### config.mk
export PLATFORM = sky130hd
export DESIGN_NAME = bcd_time_counter
export DESIGN_NICKNAME = d
export VERILOG_FILES = /design/src/rtl/bcd_time_counter.sv
export SDC_FILE = /design/constraint.sdc
export NUM_CORES = 1
export LEC_CHECK = 0
export ABC_AREA = 0
export CAP_MARGIN = 20
export CORE_ASPECT_RATIO = 1.4
export CORE_MARGIN = 10
export CORE_UTILIZATION = 25
export DETAILED_ROUTE_END_ITERATION = 8
export PLACE_DENSITY_LB_ADDON = 0.12
export REMOVE_ABC_BUFFERS = 1
export SLEW_MARGIN = 10
export SYNTH_ARGS = -nofsm -noshare
export SYNTH_HDL_FRONTEND = slang
export SYNTH_SLANG_ARGS = --single-unit
export TNS_END_PERCENT = 5
### constraint.sdc
create_clock -name CLK -period 2.9 [get_ports CLK]
set_input_delay 0.435 -clock CLK [delete_from_list [all_inputs] [get_ports CLK]]
set_output_delay 0.435 -clock CLK [all_outputs]
set_load 0.005 [all_outputs]
### src/rtl/bcd_time_counter.sv
// bcd_time_counter: 24-hour HH:MM:SS counter with six registered BCD digit
// outputs, a 1 Hz prescaler and a RUN / SET_H / SET_M mode FSM for setting
// the time.
//
// Parameters:
//   CLK_DIV   clock cycles per one-second tick (>= 2)
// Ports:
//   CLK                 system clock
//   RST                 synchronous reset, active-high
//   MODE                single-cycle pulse, advances RUN -> SET_H -> SET_M -> RUN
//   INC                 single-cycle pulse, increments the field being set
//   SEC_L/SEC_H         seconds ones/tens digit (BCD)
//   MIN_L/MIN_H         minutes ones/tens digit (BCD)
//   HOUR_L/HOUR_H       hours ones/tens digit (BCD)
//   SET_H_ACT/SET_M_ACT high while setting hours/minutes
//   TICK                one-cycle pulse marking a seconds increment
module bcd_time_counter #(
  parameter int unsigned CLK_DIV = 50000000
) (
  input  logic       CLK,
  input  logic       RST,
  input  logic       MODE,
  input  logic       INC,
  output logic [3:0] SEC_L,
  output logic [3:0] SEC_H,
  output logic [3:0] MIN_L,
  output logic [3:0] MIN_H,
  output logic [3:0] HOUR_L,
  output logic [3:0] HOUR_H,
  output logic       SET_H_ACT,
  output logic       SET_M_ACT,
  output logic       TICK
);

  localparam int unsigned PW = $clog2(CLK_DIV);
  localparam logic [PW-1:0] PRE_MAX = PW'(CLK_DIV - 1);

  typedef enum logic [1:0] {
    RUN   = 2'd0,
    SET_H = 2'd1,
    SET_M = 2'd2
  } state_t;

  state_t        state;
  state_t        state_nxt;
  logic [PW-1:0] presc;

  logic run_cnt_c;
  logic tick_c;
  logic hour_inc_c;
  logic min_inc_c;
  logic sec_clr_c;

  // Next hours value {tens, ones}; 23 wraps to 00.
  function automatic logic [7:0] hour_next(input logic [3:0] h, input logic [3:0] l);
    logic [7:0] r;
    if (h >= 4'd2 && l >= 4'd3) r = 8'h00;
    else if (l >= 4'd9)         r = {h + 4'd1, 4'd0};
    else                        r = {h, l + 4'd1};
    return r;
  endfunction

  // Next minutes value {tens, ones}; 59 wraps to 00.
  function automatic logic [7:0] min_next(input logic [3:0] h, input logic [3:0] l);
    logic [7:0] r;
    if (l >= 4'd9) r = (h >= 4'd5) ? 8'h00 : {h + 4'd1, 4'd0};
    else           r = {h, l + 4'd1};
    return r;
  endfunction

  // State register.
  always_ff @(posedge CLK) begin
    if (RST) state <= RUN;
    else     state <= state_nxt;
  end

  // Next state and per-cycle control strobes; MODE always takes priority over INC.
  always_comb begin
    state_nxt  = state;
    run_cnt_c  = 1'b0;
    tick_c     = 1'b0;
    hour_inc_c = 1'b0;
    min_inc_c  = 1'b0;
    sec_clr_c  = 1'b0;
    case (state)
      RUN: begin
        if (MODE) begin
          state_nxt = SET_H;
        end else begin
          run_cnt_c = 1'b1;
          tick_c    = (presc == PRE_MAX);
        end
      end
      SET_H: begin
        if (MODE) state_nxt  = SET_M;
        else      hour_inc_c = INC;
      end
      SET_M: begin
        if (MODE) begin
          state_nxt = RUN;
          sec_clr_c = 1'b1;
        end else begin
          min_inc_c = INC;
        end
      end
      default: state_nxt = RUN;
    endcase
  end

  // Prescaler, registered flags and time digits.
  always_ff @(posedge CLK) begin
    if (RST) begin
      presc     <= '0;
      TICK      <= 1'b0;
      SET_H_ACT <= 1'b0;
      SET_M_ACT <= 1'b0;
      SEC_L     <= 4'd0;
      SEC_H     <= 4'd0;
      MIN_L     <= 4'd0;
      MIN_H     <= 4'd0;
      HOUR_L    <= 4'd0;
      HOUR_H    <= 4'd0;
    end else begin
      TICK      <= tick_c;
      SET_H_ACT <= (state_nxt == SET_H);
      SET_M_ACT <= (state_nxt == SET_M);
      // Prescaler only runs in RUN; any mode change restarts the second.
      if (run_cnt_c && !tick_c) presc <= presc + PW'(1);
      else                      presc <= '0;

      if (tick_c) begin
        // Full BCD ripple resolved within one edge.
        if (SEC_L != 4'd9) begin
          SEC_L <= SEC_L + 4'd1;
        end else begin
          SEC_L <= 4'd0;
          if (SEC_H != 4'd5) begin
            SEC_H <= SEC_H + 4'd1;
          end else begin
            SEC_H <= 4'd0;
            {MIN_H, MIN_L} <= min_next(MIN_H, MIN_L);
            if (MIN_H == 4'd5 && MIN_L == 4'd9)
              {HOUR_H, HOUR_L} <= hour_next(HOUR_H, HOUR_L);
          end
        end
      end else if (hour_inc_c) begin
        {HOUR_H, HOUR_L} <= hour_next(HOUR_H, HOUR_L);
      end else if (min_inc_c) begin
        {MIN_H, MIN_L} <= min_next(MIN_H, MIN_L);
      end else if (sec_clr_c) begin
        SEC_L <= 4'd0;
        SEC_H <= 4'd0;
      end
    end
  end

endmodule

==> flow_metrics.py <==
metrics = {
    "layout": {
        "final_util_pct": 31.4,
        "n_antenna_cell": 0,
        "finalNonFillerCells": 522,
        "drive_above_1_share_pct": 8.99,
        "fillers": 1208,
        "syn_to_final_growth_pct": 22.2,
        "stdcell_area_um2": 3580,
        "nets": 397,
    },
    "power": {
        "seq_power_share_pct": 53.1,
        "finalPower_mw": 1.45,
        "p_leak_nw": 1.21,
        "power.share.combinational_pct": 4.5,
        "swShare_pct": 23.3,
        "p_int_mw": 1.11,
        "worst_ir_drop_vdd_mv": 0.208,
        "p_switching_mw": 0.337,
        "power_density_nw_per_um2": 405,
        "clkPwrFrac_pct": 42.4,
    },
    "synthesis": {
        "synth_area_um2": 2930,
        "synthXorXnorAreaFrac_pct": 7.17,
        "async_flop_share_pct": 0,
        "synthAdderAreaFrac_pct": 6.83,
        "synth_ff_type": "dfxtp_1",
        "synth_warnings": 0,
        "synth_cell_type_count": 56,
        "avgSynthCellArea_um2": 8.57,
        "yosysSeqAreaShare_pct": 37.6,
        "synth_top_family_by_area": "simple AND/OR/NAND/NOR gates",
        "synth_edf_count": 0,
        "netlist_instances": 342,
        "yosys.area_share.simple_pct": 30.5,
        "synth_seq_cells": 55,
        "synth_compound_area_share_pct": 11.8,
        "synthMuxAreaShare_pct": 2.05,
    },
    "place": {
        "gp_congestion": 0.770,
        "place_inst": 514,
        "dpl_worst_slack_ns": 0.291,
        "dpl_cell_area_um2": 3430,
        "hpwl_um": 5560,
        "io_buffer_count": 30,
    },
    "sta": {
        "grt_setup_unrepaired": "no",
        "fin_setup_tns_ns": 0,
        "worst_pin_slew_ns": 0.544,
        "drv_slew": 0,
        "final-hold-violation-count": 0,
        "hold_slack_ns": 0.475,
        "timing.final.crit_share_pct": 79.7,
        "finalClockSkew_ns": 0.00537,
        "setup_viol": 0,
        "fin_ws_ns": 0.588,
        "slew_headroom_pct": 63.2,
        "min_period_ns": 2.31,
        "max_freq_mhz": 433,
    },
    "detailed_routing": {
        "dr.pass1.iters": 4,
        "routed_via_density": 4.80,
        "ant_nets": 0,
        "drc_errors": 0,
        "vias": 2507,
        "drtIter0Drc": 115,
        "post_drt_wl_per_cell_um": 14.1,
        "drt-total-wl_um": 7340,
    },
    "critical_path": {
        "cp.buffers_inverters": 1,
        "crit_fanout": 9,
        "worstSetupStartpointType": "primary input",
        "cp-end-kind": "flip-flop",
        "rr_startpoint": "HOUR_L[0]",
        "crit_family": "simple AND/OR/NAND/NOR gates",
        "worstPathCellList": "clkdlybuf4s50_1 -> nor2_1 -> nand4_2 -> nor3_2 -> a211o_2 -> mux2i_1",
        "worstPathArrival_ns": 2.54,
        "required_ns": 3.13,
        "startpoint": "MODE",
        "slowest_delay_ns": 0.54,
        "cpMaxStageDelayCell": "clkdlybuf4s50_1",
        "worst-setup-path-type": "in -> reg",
        "rrSetupSlack_ns": 0.63,
        "reg2reg_to": "HOUR_H[1]",
        "reg2regPathDepth": 7,
    },
    "clock_network": {
        "htreeDepth": 2,
        "cts.sinks": 55,
        "cts.clk_slew.worst_paths_ns": 0.07,
        "postCtsResizedCells": 0,
        "ctsHoldBuffers": 0,
        "clk_latency_ns": 0.30,
        "root_buffer": "clkbuf_16",
        "cts_buffers": 5,
        "cts_tree": "done",
        "cts_buffer_depth": 2,
        "post-cts-setup-buffers": 0,
    },
    "die": {
        "start_util_pct": 25.7,
        "core_area_um2": 11400,
        "dieHeight_um": 148,
        "dieArea_um2": 16500,
        "fp.dieW_um": 112,
        "pin_count": 31,
        "row_count": 46,
    },
    "global_routing": {
        "grt_use_total_pct": 8.85,
        "grt_pass1_wl_um": 12300,
        "grt_pass1_vias": 2471,
        "antenna_found_initial": 0,
        "grt.overflow.total": 0,
        "grt_max_degree": 27,
    },
    "worst_hold_path": {
        "hp-class": "reg -> reg",
        "min_path_cells": 1,
        "hold_end": "presc[0]",
        "min_from": "presc[0]",
    },
    "status": {
        "status": "finished clean",
    },
    "flow_run": {
        "cap_violations": 0,
    },
}
==> synth_stat cells, drive strengths merged, types with 6 or more instances <==
| master | instances | share of area, % |
|---|---|---|
| dfxtp | 55 | 38 |
| nor2 | 42 | 5.4 |
| nand2 | 32 | 4.2 |
| nand3 | 25 | 4.4 |
| inv | 21 | 2.7 |
| xor2 | 18 | 5.4 |
| ha | 16 | 6.8 |
| a21oi | 12 | 2.0 |
| nand4 | 11 | 2.8 |
| nor3 | 11 | 2.6 |
| clkbuf | 7 | 0.90 |
| o21ai | 7 | 1.2 |
| mux2i | 6 | 2.0 |
| xnor2 | 6 | 1.8 |
==> registers in the layout, indices dropped and copies added (netlist names), 2 cells and up <==
| name | count |
|---|---|
| presc | 26 |
| MIN_H | 4 |
| HOUR_H | 4 |
| SEC_L | 4 |
| HOUR_L | 4 |
| SEC_H | 4 |
| MIN_L | 4 |
| state | 2 |
==> worst register-to-register path: cells and delay by family, from the launching register on <==
family / cells / cell delay (ns)
AOI/OAI and AO/OA: 4 / 1.25
buffers and inverters: 1 / 0.12
adders and majority gates: 1 / 0.20
and+or+nand+nor: 1 / 0.14
DFF: 1 / 0.43
==> cells in the final DEF (no fill, tap or decap), drive strengths merged, types with 2 or more instances in the layout <==
cell type	instances
nor3	11
or4	2
and2	2
nand2b	2
ha	16
xnor2	6
a211oi	5
xor2	18
mux2i	6
dfxtp	55
o31ai	2
nand4	11
clkinv	2
nor3b	3
nor4b	3
and3	2
o21ai	7
a21oi	12
o22ai	3
or3	5
nor4	5
nand3	25
o32ai	5
a2111oi	2
inv	21
clkbuf	5
nand3b	5
nor2	42
a211o	2
and4	5
clkdlybuf4s50	30
buf	8
a32o	2
nand2	32
==> routing by layer <==
| metal | vias up | GRT usage [%] | share of wire (%) |
|---|---|---|---|
| met1 | 1162 | 9.67 | 44 |
| li1 | 1299 | - | - |
| met2 | 40 | 16.2 | 51 |
| met4 | 0 | 3.41 | 1.6 |
| met3 | 6 | 1.97 | 3.3 |
| met5 | - | 0 | 0 |
==> kinds of logic (layout without fill, tap and decap cells) <==
kind of cell / Yosys count / after routing
buffers and inverters: 31 / 67
AND/OR/NAND/NOR: 161 / 161
adder cells (fa/ha/maj): 16 / 16
AO/OA/AOI/OAI: 49 / 49
multiplexers: 6 / 6
flip-flops: 55 / 55
XOR/XNOR: 24 / 24
==> cell type report <==
type	instances	area, um^2	share of cell area (%)
sequential	55	1100	30.7
multi-input combinational	256	1710	47.8
inverter	21	78.8	2.20
timing repair buffer	38	360	10.1
clock buffer	5	125	3.49
clock inverter	3	25.0	0.699
tap	144	180	5.03
==> worst max-delay path by stage <==
stage               cells after the start         to  slack (ns)
floorplan                               5  presc[25]        0.89
CTS                                     6   MIN_H[0]        0.61
finish                                  6   MIN_H[0]        0.59
global route                            6   MIN_H[3]        0.41
global placement                        6   MIN_H[0]        0.38
detailed placement                      6   MIN_H[0]        0.29
==> power groups by stage <==
stage               Clock, mW  Sequential (mW)  Combinational [mW]
floorplan                   0            0.787              0.0317
global placement            0            0.788              0.0665
detailed placement          0            0.788              0.0662
CTS                     0.641            0.770              0.0666
global route            0.672            0.771              0.0726
finish                  0.614            0.770              0.0646
No activity file was read; power rests on OpenSTA's default activity.
